`config.mk`:
```
export PLATFORM = sky130hd
export DESIGN_NAME = fsm_sequence_decoder_flat
export DESIGN_NICKNAME = d
export VERILOG_FILES = /design/src/rtl/fsm_sequence_decoder_if.sv /design/src/rtl/fsm_sequence_decoder.sv /design/src/flat_wrapper.sv
export SDC_FILE = /design/constraint.sdc
export NUM_CORES = 1
export LEC_CHECK = 0
export BUFFER_PORTS_ARGS = -buffer_cell sky130_fd_sc_hd__buf_2
export CORE_MARGIN = 5
export CORE_UTILIZATION = 45
export DETAILED_ROUTE_END_ITERATION = 8
export PLACE_DENSITY = 0.75
export SETUP_SLACK_MARGIN = 0.3
export SLEW_MARGIN = 20
export SYNTH_ARGS = -nofsm -noshare
export SYNTH_HDL_FRONTEND = slang
export SYNTH_SLANG_ARGS = --single-unit
```
`constraint.sdc`:
```
create_clock -name clk -period 5.4 [get_ports clk]
set_input_delay 0.27 -clock clk [delete_from_list [all_inputs] [get_ports clk]]
set_output_delay 0.27 -clock clk [all_outputs]
set_load 0.02 [all_outputs]
```
`src/rtl/fsm_sequence_decoder_if.sv`:
```
// Sample, decoded-bit and packed-word signals of the sequence decoder.
// master drives samples and data_ready; slave is the decoder.
interface fsm_sequence_decoder_if #(
    parameter int WORD_W = 8
);
    logic              in_valid;
    logic              y1;
    logic              y2;
    logic              bit_out;
    logic              bit_valid;
    logic [WORD_W-1:0] data;
    logic              data_valid;
    logic              data_ready;
    logic              sync_err;
    logic              overflow;

    modport master (
        output in_valid, y1, y2, data_ready,
        input  bit_out, bit_valid, data,
        input  data_valid, sync_err, overflow
    );

    modport slave (
        input  in_valid, y1, y2, data_ready,
        output bit_out, bit_valid, data,
        output data_valid, sync_err, overflow
    );
endinterface

```
`src/rtl/fsm_sequence_decoder.sv`:
```
// Recovers the x input of a 3-state source FSM from its observed
// state codes and packs the recovered bits into WORD_W-bit words.
module fsm_sequence_decoder #(
    parameter int WORD_W = 8
) (
    input logic clk,
    input logic reset,
    fsm_sequence_decoder_if.slave bus
);
    localparam int CW = $clog2(WORD_W);
    localparam logic [CW-1:0] LAST = CW'(WORD_W - 1);

    typedef enum logic {
        SYNC,
        TRACK
    } state_t;

    state_t            state;
    logic [1:0]        prev;
    logic [CW-1:0]     cnt;
    logic [WORD_W-1:0] sreg;

    logic [1:0]        code;
    logic [1:0]        fwd;
    logic              illegal;
    logic              stall;
    logic              is_fwd;
    logic              last;
    logic [WORD_W-1:0] word_n;

    assign code = {bus.y1, bus.y2};

    // Codes {y1,y2}: S0=00, S1=10, S2=01; fwd is the x=1 successor.
    always_comb begin
        fwd = 2'b00;
        case (prev)
            2'b00:   fwd = 2'b10;
            2'b10:   fwd = 2'b01;
            default: fwd = 2'b00;
        endcase
    end

    always_comb begin
        illegal     = (code == 2'b11);
        stall       = illegal || (code == prev);
        is_fwd      = (code == fwd);
        last        = (cnt == LAST);
        word_n      = sreg;
        word_n[cnt] = is_fwd;
    end

    always_ff @(posedge clk or negedge reset) begin
        if (!reset) begin
            state          <= TRACK;
            prev           <= 2'b00;
            cnt            <= '0;
            sreg           <= '0;
            bus.bit_out    <= 1'b0;
            bus.bit_valid  <= 1'b0;
            bus.data       <= '0;
            bus.data_valid <= 1'b0;
            bus.sync_err   <= 1'b0;
            bus.overflow   <= 1'b0;
        end else begin
            bus.bit_valid <= 1'b0;
            bus.sync_err  <= 1'b0;
            bus.overflow  <= 1'b0;
            if (bus.data_valid && bus.data_ready) begin
                bus.data_valid <= 1'b0;
            end
            if (bus.in_valid) begin
                case (state)
                    TRACK: begin
                        if (stall) begin
                            bus.sync_err <= 1'b1;
                            cnt          <= '0;
                            state        <= SYNC;
                        end else begin
                            bus.bit_out   <= is_fwd;
                            bus.bit_valid <= 1'b1;
                            prev          <= code;
                            sreg          <= word_n;
                            if (last) begin
                                cnt <= '0;
                                // A word may replace one leaving this cycle.
                                if (!bus.data_valid
                                    || bus.data_ready) begin
                                    bus.data       <= word_n;
                                    bus.data_valid <= 1'b1;
                                end else begin
                                    bus.overflow <= 1'b1;
                                end
                            end else begin
                                cnt <= cnt + 1'b1;
                            end
                        end
                    end
                    default: begin
                        if (illegal) begin
                            bus.sync_err <= 1'b1;
                        end else begin
                            prev  <= code;
                            state <= TRACK;
                        end
                    end
                endcase
            end
        end
    end
endmodule

```
`src/flat_wrapper.sv`:
```
// flat-port wrapper written by rule: the top's interface ports become plain ports
module fsm_sequence_decoder_flat 
#(
    parameter int WORD_W = 8
)
  (clk, reset, bus_in_valid, bus_y1, bus_y2, bus_data_ready, bus_bit_out, bus_bit_valid, bus_data, bus_data_valid, bus_sync_err, bus_overflow);
  fsm_sequence_decoder_if #(.WORD_W(WORD_W)) bus_i ();
  input logic clk;
  input logic reset;
  input wire logic [$bits(bus_i.in_valid)-1:0] bus_in_valid;
  input wire logic [$bits(bus_i.y1)-1:0] bus_y1;
  input wire logic [$bits(bus_i.y2)-1:0] bus_y2;
  input wire logic [$bits(bus_i.data_ready)-1:0] bus_data_ready;
  output wire logic [$bits(bus_i.bit_out)-1:0] bus_bit_out;
  output wire logic [$bits(bus_i.bit_valid)-1:0] bus_bit_valid;
  output wire logic [$bits(bus_i.data)-1:0] bus_data;
  output wire logic [$bits(bus_i.data_valid)-1:0] bus_data_valid;
  output wire logic [$bits(bus_i.sync_err)-1:0] bus_sync_err;
  output wire logic [$bits(bus_i.overflow)-1:0] bus_overflow;
  assign bus_i.in_valid = bus_in_valid;
  assign bus_i.y1 = bus_y1;
  assign bus_i.y2 = bus_y2;
  assign bus_i.data_ready = bus_data_ready;
  assign bus_bit_out = bus_i.bit_out;
  assign bus_bit_valid = bus_i.bit_valid;
  assign bus_data = bus_i.data;
  assign bus_data_valid = bus_i.data_valid;
  assign bus_sync_err = bus_i.sync_err;
  assign bus_overflow = bus_i.overflow;
  fsm_sequence_decoder #(.WORD_W(WORD_W)) u_core (.clk(clk), .reset(reset), .bus(bus_i));
endmodule
```
==> flow_summary.toml <==
[worst_setup_path]
cp-end-kind = "flop"
required_ns = 5.61
cp_data_arrival_time_ns = 2.48
critPathKind = "reg -> reg"
startpoint_type = "flop"
worstPathMaxFanout = 12

[floorplanning]
start_util = 0.468
fp.dieW_um = 66.4
core_area_um2 = 3050
die_height_um = 66.4
io_pins = 19
design.die.area_um2 = 4400
placementRows = 20

[drt]
wl_per_cell_um = 14.1
dr.first_iter.drc_count = 15
vias = 976
avgViaCountPerCell = 5.39
dr.pass1.iters = 5
postRouteAntennaNets = 0
routed_wl_um = 2560
drc_errors = 0

[timing]
setup_viol = 0
hold_viol_final = 0
max_freq_mhz = 442
rsz0062_at_grt = "false"
hold_ws_ns = 0.215
setup_ws_ns = 3.14
period_needed_ns = 2.26
fin_skew_ns = 0.00404
worst_pin_slew_ns = 0.664
setup_tns_ns = 0
relSlewSlack = 0.557
min_period_over_period = 0.419
slew_viol_final = 0

[layout]
postLayoutCoreUtil = 0.520
fin_area_um2 = 1590
nNetsFinal = 147
multiInputGateArea_um2 = 726
syn2layout_area_growth_pct = 11.1
diodes = 0
fillers = 308
final-seq-area_um2 = 677
drive_above_1_share = 0.423

[yosys]
yosys_warnings = 0
syn_area_per_cell_um2 = 12.1
synth.largest_area_cell = "dfrtp_1"
synth_flop_cell = "dfrtp_1"
synth_edf_count = 0
synth.net_count = 127
ys_seq_area_frac = 0.474
synth_seq_cells = 27
synth_cell_types = 31
yosysTopAreaCellShare = 0.455
synth_common_cells = "26 x dfrtp_1, 25 x mux2_2, 10 x nor2_1"
synth_area_leaders = "dfrtp_1 46%, mux2_2 20%, a211oi_1 3.7%"
netlist_area_um2 = 1430
syn_inst = 118
async_reset_ff_frac = 1.00
synth_most_common_cell = "dfrtp_1"

[power_and_ir_drop]
vdd_drop_max_mv = 0.147
p_switching_uw = 143
seq_power_share = 0.563
intPower_uw = 320
swShare = 0.309
p_leak_uw = 0.000776
clkPwrFrac = 0.180
p_comb_frac = 0.258
powerDensity_nw_per_um2 = 292

[global_route]
grt.total_usage = 0.134
grt-ovfl-total = 0
grt_pass1_wl_um = 4560
antenna_found_initial = 0
grt_pass1_vias = 1026
grt.busiest_layer = "met2"
gr-usage-met3 = 0.0221
use_met2 = 0.238
grtUsageMet1 = 0.158
grt_max_degree = 28

[clocking]
htreeDepth = 1
cts_buffers = 3
clock_latency_ns = 0.32
clk_pin_slew_ns = 0.13
clk_path_buf_depth = 2
cts_tree = "yes"
cts.sinks = 27
cts-root-buf = "clkbuf_4"

[flow_run]
drv_cap = 0

[placed_design]
dp_hpwl_um = 1910
dp_slack_ns = 3.13
post_dp_cell_area_um2 = 1550
numPortBuffers = 18
gp_congestion = 0.797

[worst_hold_path]
min_path_type = "in -> reg"

[run_status]
status = "complete, no violations"
## critical path: stages (launching register included)
cell and delay, ns:
dfrtp_1 0.58, ha_1 0.25, ha_1 0.18, inv_1 0.08, a2111oi_4 0.65, mux2_2 0.41
## power groups by stage
stage               registers, uW  logic, uW  clock network [uW]
floorplan                     253        102                   0
global placement              261        115                   0
detailed placement            264        120                   0
CTS                           260        121                87.8
global route                  265        134                96.7
finish                        261        119                83.3
## cell families after synthesis
kind of cell	count (synthesis)	share of synthesized area
mux	25	0.197
compound gates	20	0.135
simple gates	38	0.150
fa+ha+maj	3	0.0263
buf+inv	5	0.0184
flops	27	0.474
## timing repair
action                                 in CTS  in global routing
endpoints found under the hold margin      26                  0
hold buffers                                1                  0
resized for setup                           0                  0
setup buffers                               0                  0
## final timing paths
path | start | to | slack [ns] | depth (start not counted)
max | u_core.cnt[0] | u_core.bus.data[0] | 3.14 | 5
min reg2reg | u_core.bus.data[4] | u_core.bus.data[4] | 0.52 | 1
min in group asynchronous | reset | u_core.bus.data[3] | 0.48 | 2
max in group asynchronous | reset | u_core.sreg[2] | 4.52 | 2
max reg2reg | u_core.cnt[0] | u_core.bus.data[0] | 3.14 | 5
min | bus_in_valid | u_core.state | 0.22 | 3
## cell type report
type	instances	share of cell area
clock buffer	4	0.0165
inverter	1	0.00236
multi-input combinational	86	0.457
sequential	27	0.426
tap	44	0.0347
timing repair buffer	19	0.0630
## cell usage in the layout (no fill, tap or decap), types with 2 or more instances in the layout
| cell type | n |
|---|---|
| o21ai_0 | 2 |
| mux2_2 | 25 |
| nor2b_1 | 4 |
| a21boi_0 | 2 |
| nor3_1 | 3 |
| clkbuf_4 | 3 |
| and2b_2 | 5 |
| and2_1 | 2 |
| a211oi_1 | 7 |
| a22o_1 | 2 |
| dfrtp_1 | 26 |
| nor2_1 | 10 |
| o21bai_4 | 2 |
| ha_1 | 3 |
| buf_2 | 18 |
| nand2_1 | 7 |
## per-layer routing
layer  vias up  wire [um]
met1       483       1030
met3         6         81
met2        22       1390
li1        465          -
met4         0         51
met5         -          0
## state kept, by name, summed over array words and instances, names as in the netlist
name and count:
u_core.bus.data 8, u_core.sreg 8, u_core.cnt 3, u_core.prev 2, u_core.bus.bit_out 1, u_core.bus.bit_valid 1, u_core.bus.data_valid 1, u_core.bus.overflow 1
u_core.bus.sync_err 1, u_core.state 1
## per-stage QoR
stage          std cells  power, uW
2_1_floorplan        118        355
3_3_place_gp         176        376
3_5_place_dp         176        385
4_1_cts              181        469
5_1_grt              181        496
6_report             181        463
Note: power is estimated with default switching activity, not from simulation.
